<file path="src/rtl/alu_connector.sv">
// alu_connector: registered RV32I ALU. The operation result is computed
// combinationally from the operands and op code, then captured together with
// its zero flag on the rising clock edge (one-cycle latency, fully pipelined).
module alu_connector #(
    parameter int WIDTH = 32
) (
    input  logic             CLK,
    input  logic             RESET,
    input  logic [WIDTH-1:0] A_alu,
    input  logic [WIDTH-1:0] B_alu,
    input  logic [3:0]       ALU_control,
    output logic [WIDTH-1:0] result_alu,
    output logic             zero_alu
);

    localparam int SHW = $clog2(WIDTH);

    // Op codes are {funct7[5], funct3}.
    localparam logic [3:0] OP_ADD   = 4'b0000;
    localparam logic [3:0] OP_SUB   = 4'b1000;
    localparam logic [3:0] OP_SLL   = 4'b0001;
    localparam logic [3:0] OP_SLT   = 4'b0010;
    localparam logic [3:0] OP_SLTU  = 4'b0011;
    localparam logic [3:0] OP_XOR   = 4'b0100;
    localparam logic [3:0] OP_SRL   = 4'b0101;
    localparam logic [3:0] OP_SRA   = 4'b1101;
    localparam logic [3:0] OP_OR    = 4'b0110;
    localparam logic [3:0] OP_AND   = 4'b0111;
    localparam logic [3:0] OP_PASSB = 4'b1111;

    logic [SHW-1:0]   shamt_s;
    logic             slt_s;
    logic             sltu_s;
    logic [WIDTH-1:0] result_s;
    logic             zero_s;
    logic [WIDTH-1:0] result_r;
    logic             zero_r;

    // Only the low log2(WIDTH) bits of B select the shift distance.
    assign shamt_s = B_alu[SHW-1:0];
    assign slt_s   = ($signed(A_alu) < $signed(B_alu));
    assign sltu_s  = (A_alu < B_alu);

    // Next-state result: operation select; unused codes yield zero.
    always_comb begin
        result_s = {WIDTH{1'b0}};
        case (ALU_control)
            OP_ADD:   result_s = A_alu + B_alu;
            OP_SUB:   result_s = A_alu - B_alu;
            OP_SLL:   result_s = A_alu << shamt_s;
            OP_SLT:   result_s = {{(WIDTH-1){1'b0}}, slt_s};
            OP_SLTU:  result_s = {{(WIDTH-1){1'b0}}, sltu_s};
            OP_XOR:   result_s = A_alu ^ B_alu;
            OP_SRL:   result_s = A_alu >> shamt_s;
            OP_SRA:   result_s = $unsigned($signed(A_alu) >>> shamt_s);
            OP_OR:    result_s = A_alu | B_alu;
            OP_AND:   result_s = A_alu & B_alu;
            OP_PASSB: result_s = B_alu;
            default:  result_s = {WIDTH{1'b0}};
        endcase
    end

    // Zero flag comes from the same next-state value so both outputs agree.
    assign zero_s = (result_s == {WIDTH{1'b0}});

    // Output register; reset clears the result and raises the zero flag at once.
    always_ff @(posedge CLK or posedge RESET) begin
        if (RESET) begin
            result_r <= {WIDTH{1'b0}};
            zero_r   <= 1'b1;
        end else begin
            result_r <= result_s;
            zero_r   <= zero_s;
        end
    end

    assign result_alu = result_r;
    assign zero_alu   = zero_r;

endmodule

</file>
<file path="config.mk">
export PLATFORM = sky130hd
export DESIGN_NAME = alu_connector
export DESIGN_NICKNAME = d
export VERILOG_FILES = /design/src/rtl/alu_connector.sv
export SDC_FILE = /design/constraint.sdc
export NUM_CORES = 1
export LEC_CHECK = 0
export CAP_MARGIN = 5
export CORE_MARGIN = 2
export CORE_UTILIZATION = 42
export CTS_CLUSTER_SIZE = 10
export DETAILED_ROUTE_END_ITERATION = 6
export PLACE_DENSITY = 0.72
export RECOVER_POWER = 25
export SYNTH_ARGS = -nofsm -noshare
export SYNTH_HDL_FRONTEND = slang
export SYNTH_SLANG_ARGS = --single-unit
</file>
<file path="constraint.sdc">
create_clock -name CLK -period 1.2 [get_ports CLK]
set_clock_uncertainty 0.05 [all_clocks]
set_input_delay 0.24 -clock CLK [delete_from_list [all_inputs] [get_ports CLK]]
set_output_delay 0.24 -clock CLK [all_outputs]
set_load 0.02 [all_outputs]
</file>
* Word level (Yosys, flattened, before mapping) *
Index checks and enable logic that the tools add are counted.

operators by class
  add/sub/neg operators = 2
  $lt $le $gt $ge = 2
  equal/unequal tests = 10
  shifts and indexed selects = 3
  mux-type cells = 1
  bitwise gates (word level) = 3
  reductions and logical operators = 2

operators with widths
  operator                                                          count
  32-bit case mux with 11 select lines                              1
  32-bit < comparator                                               2
  32-bit adder                                                      1
  32-bit bitwise AND                                                1
  32-bit logical NOT                                                1
  32-bit bitwise OR                                                 1
  32-bit by 5-bit << shifter with 32-bit output                     1
  32-bit by 5-bit >> shifter with 32-bit output                     1
  32-bit by 5-bit >>> shifter with 32-bit output                    1
  32-bit subtractor                                                 1
  32-bit XOR                                                        1
  4-bit by 3-bit == test with 1-bit output (second input constant)  4
  4-bit == test (second input constant)                             3
  4-bit by 2-bit == test with 1-bit output (second input constant)  2
  4-bit by 1-bit == test with 1-bit output (second input constant)  1
  4-bit logical NOT                                                 1

storage, ports and cells
  flip-flop bits (word level) = 33
  input bits = 70
  output and inout port bits = 33
  logic and storage cells = 25

* Logic depth before layout (Yosys ltp) *
  word-level depth = 3
  depth in mapped cells = 17
  depth with buffers taken out = 14

* Least setup slack after synthesis *
Ideal clock, no wire load.

  path type = input -> register
  from = input B_alu[3]
  to = register zero_r, in the netlist zero_alu
  setup time = 0.089 ns
  arrival time = 4.317 ns
  data required time = 1.061 ns
  path slack = -3.257 ns
  stages on the path = 16
  path buffers = 4
  path through = inv_1 clkbuf_1 clkbuf_1 clkbuf_1 ha_1 clkbuf_1 a22oi_1 o22a_1 nand4_1 or4_4 or3b_1 or4_1 or4_1 nor4_2 nand4b_1 nor4b_2

between the ends
  cells in the longest elaborated chain, start to end = 3
  elaborated cells between the ends (all ways) = 12
  classes of those cells = add/sub: 2; order compare: 2; shift: 3; mux: 1; bitwise: 3; reduce/logical: 1

ends and longest elaborated chain
  item                                             RTL line  RTL
  start, declared                                  10        input logic [WIDTH-1:0] B_alu,
  32-bit subtractor, or another cell as far along  49        OP_SUB: result_s = A_alu - B_alu;
  32-bit case mux with 11 select lines (*)         47        case (ALU_control)
  named net result_s[3]                            34        logic [WIDTH-1:0] result_s;
  32-bit logical NOT (*)                           64        assign zero_s = (result_s == {WIDTH{1'b0}});
  named net zero_s                                 35        logic zero_s;
  end signal, assigned                             73        zero_r <= zero_s;
  end, declared                                    37        logic zero_r;

The timed path passes the listed nets; every way through them passes the cells marked *.

* Final worst setup path *
  from = input B_alu[0]
  to = register zero_r, in the netlist zero_alu

between the ends
  cells in the longest elaborated chain, start to end = 3
  elaborated cells between the ends (all ways) = 12
  classes of those cells = add/sub: 2; order compare: 2; shift: 3; mux: 1; bitwise: 3; reduce/logical: 1

ends and longest elaborated chain
  item                                             RTL line
  32-bit subtractor, or another cell as far along  49
  32-bit case mux with 11 select lines (*)         47
  32-bit logical NOT (*)                           64
  named net zero_s                                 35

Marked as above.

==> metrics.csv <==
metric,value,unit
CP endpoint kind,flip-flop,
ANT nets after route,0,
Hold Fails Final Rpt,0,
Die H,165,um
vias in the first global route,16900,
Pleak,9.33,nW
Peak Freq,233,MHz
Core Footprint,25300,um2
CTS Buf Count,5,
min cycle time layout,4.29,ns
synth top area cells,"ha_1, dfrtp_1, mux2i_1, nor2_1, a21oi_1",
Crit Path Category,in2reg,
dominant synthesized flop cell,dfrtp_1,
Post-DP Area,17500,um2
Post-Syn Area,10900,um2
worst-margin pin slew,1.08,ns
failing checks,"design-rule violations, negative setup slack",
HPWL Detailed,54.4,mm
Row Count,58,
Placed Cells,2573,
fin cells,2694,
Nets,2532,
drt wl/cell,28.5,um
area grow syn2layout,87.0,%
Hold Buf Count CTS,0,
gp weighted congestion,1.16,
sequential element share of the synthesized area,7.62,%
top-count cell post-synth,nor2_1,
total routed wirelength,76.7,mm
net count after synthesis,1712,
Crit Path Max Fanout,3,
Startpoint Class,input port,
Worst EP arrival,4.43,ns
Slew Limit Fails,0,
IO Pins,103,
RSZ-0062 raised after global routing,yes,
Avg Vias per Cell,6.84,
Final setup viols,34,
largest net degree at the start of global routing,24,
yosys warns,0,
relative slew slack,27.9,%
initial antenna violation count,2,
syn_area_per_cell,7.04,um2
first-pass GRT wire length,103,mm
grt total ovfl,0,
initial cell density of the core,43.0,%
Max Root-Sink Buffers,2,
Synth async-reset ratio,100,%
I/O Buffers,102,
CTS tree,done,
clock tree sinks,33,
Pwr Density,658,nW/um2
CTS root buffer,clkbuf_16,
"area leader, netlist",ha_1,
via count,18400,
final instance area,20300,um2
"Reg clk slew, reported paths",0.06,ns
Synth cell types,85,
Commonest cells post-synth,"nor2_1, nand2_1, a21oi_1, ha_1, inv_1",
post-synthesis register bit count,33,
post-route setup slack,-3.09,ns
DR DRC count,19,
top cell type's share of synthesized area,11.3,%
outcome,"complete, but fails checks",
worst hold path type,in2async,
GRT Util Overall,50.4,%
DRT Pass-1 Iters,7,
worst-case vdd ir drop,0.000607,V
Die X,165,um
DIE AREA,27200,um2
fill count,1589,
drt initial violations,3168,
Worst Path Required,1.34,ns
Post-Syn Instances,1542,
max_cap viols,0,
"EDFF count, synth",0,
fraction of layout cells with a size suffix above 1,53.2,%
fin crit share,358,%
CTS H-Tree Depth,2,
[cell usage in the layout, fill, tap and decap left out, types with 10 or more instances in the layout]
cell	instances
inv_2	20
ha_4	21
nand3_1	30
o21ai_1	15
ha_1	70
mux2i_1	57
dfrtp_1	32
nor2_2	14
buf_12	13
nand2_1	124
nand4_1	22
buf_4	724
xnor2_1	12
nor2_1	139
a221oi_1	10
o22ai_1	22
mux2_4	14
a21oi_1	75
o211ai_1	36
a22oi_1	23
a31oi_1	14
o31ai_1	17
nand2b_1	13
o21ai_0	61
mux2_2	31
inv_1	68
and2_1	10
buf_2	26
dlygate4sd2_1	25
clkbuf_2	17
nor3_1	40
clkdlybuf4s50_1	13
o221ai_1	10
a211oi_1	20
o21ai_2	11
buf_6	82
mux4_2	24
nor2b_1	20
a21oi_2	28
[per-layer routing]
metal  GRT usage (%)  up-vias  routed length (um)
met5               0        -                  15
met4            31.9        2                8040
met3            10.4      610               11100
met2            78.3     1874               31100
met1            63.6     8458               26400
li1                -     7483                   -
[report_power, final]
part / total (W) / switching [W] / internal (W)
logic: 0.0107 / 0.00567 / 0.00503
clock network: 0.00133 / 0.000569 / 0.000765
registers: 0.00133 / 0.0000624 / 0.00127
total: 0.0134 / 0.00630 / 0.00707
[per-stage QoR]
step	hold slack (ns)	worst slack, ns	TNS [ns]	util [%]	power [W]
floorplan	0.318	-2.54	-40.69	-	0.00505
finish	0.252	-3.09	-61.70	80.4	0.0134
detailed placement	0.439	-3.51	-76.59	69.4	0.00979
global route	0.258	-3.10	-62.49	80.4	0.0137
global placement	0.427	-3.46	-75.54	69.4	0.00966
CTS	0.145	-2.84	-51.96	76.5	0.0119
[worst max-delay path: stages]
cell	delay, ns
buf_8	0.11
buf_12	0.12
ha_4	0.16
fa_2	0.38
o21ba_4	0.21
o21bai_1	0.19
xor2_1	0.29
o221ai_1	0.20
nor4_2	0.41
or3b_4	0.42
or4_4	0.53
or4_4	0.44
nor4_4	0.35
nand4b_1	0.15
nor4b_2	0.23
[registers in the layout, summed over array words and instances, names as in the netlist]
register    cells
zero_alu        1
result_alu     32
[final timing paths]
path	slack [ns]	cells after the start	from	to
min	0.25	2	RESET	result_alu[22]
min in group CLK	0.57	4	ALU_control[1]	result_alu[4]
max	-3.09	15	B_alu[0]	zero_alu
max in group asynchronous	0.18	3	RESET	result_alu[16]
[final cells by class]
class / count / area, um2 / area share, %
timing repair buffer: 927 / 7510 / 37.0
antenna: 1 / 2.50 / 0.0123
tap: 330 / 413 / 2.03
sequential: 33 / 827 / 4.07
inverter: 94 / 400 / 1.97
clock buffer: 6 / 129 / 0.635
multi-input combinational: 1301 / 11000 / 54.2
clock inverter: 2 / 10.0 / 0.0493
[logic make-up (layout without fill, tap and decap cells)]
family / after synthesis / count (layout) / share of synthesized area (%)
AO/OA/AOI/OAI: 509 / 509 / 31.6
XOR/XNOR: 17 / 17 / 1.37
adder cells (fa/ha/maj): 100 / 100 / 11.7
buffers and inverters: 208 / 1029 / 7.64
flip-flops: 33 / 33 / 7.62
multiplexers: 132 / 132 / 15.5
other: 0 / 1 / 0
AND/OR/NAND/NOR: 543 / 543 / 24.6
[repair_timing]
item,CTS,global route
resized for setup,440,233
pin swaps,79,91
cloned,2,1
setup endpoints to repair,66,49
buffers inserted,69,53
No activity file was read; power rests on OpenSTA's default activity.
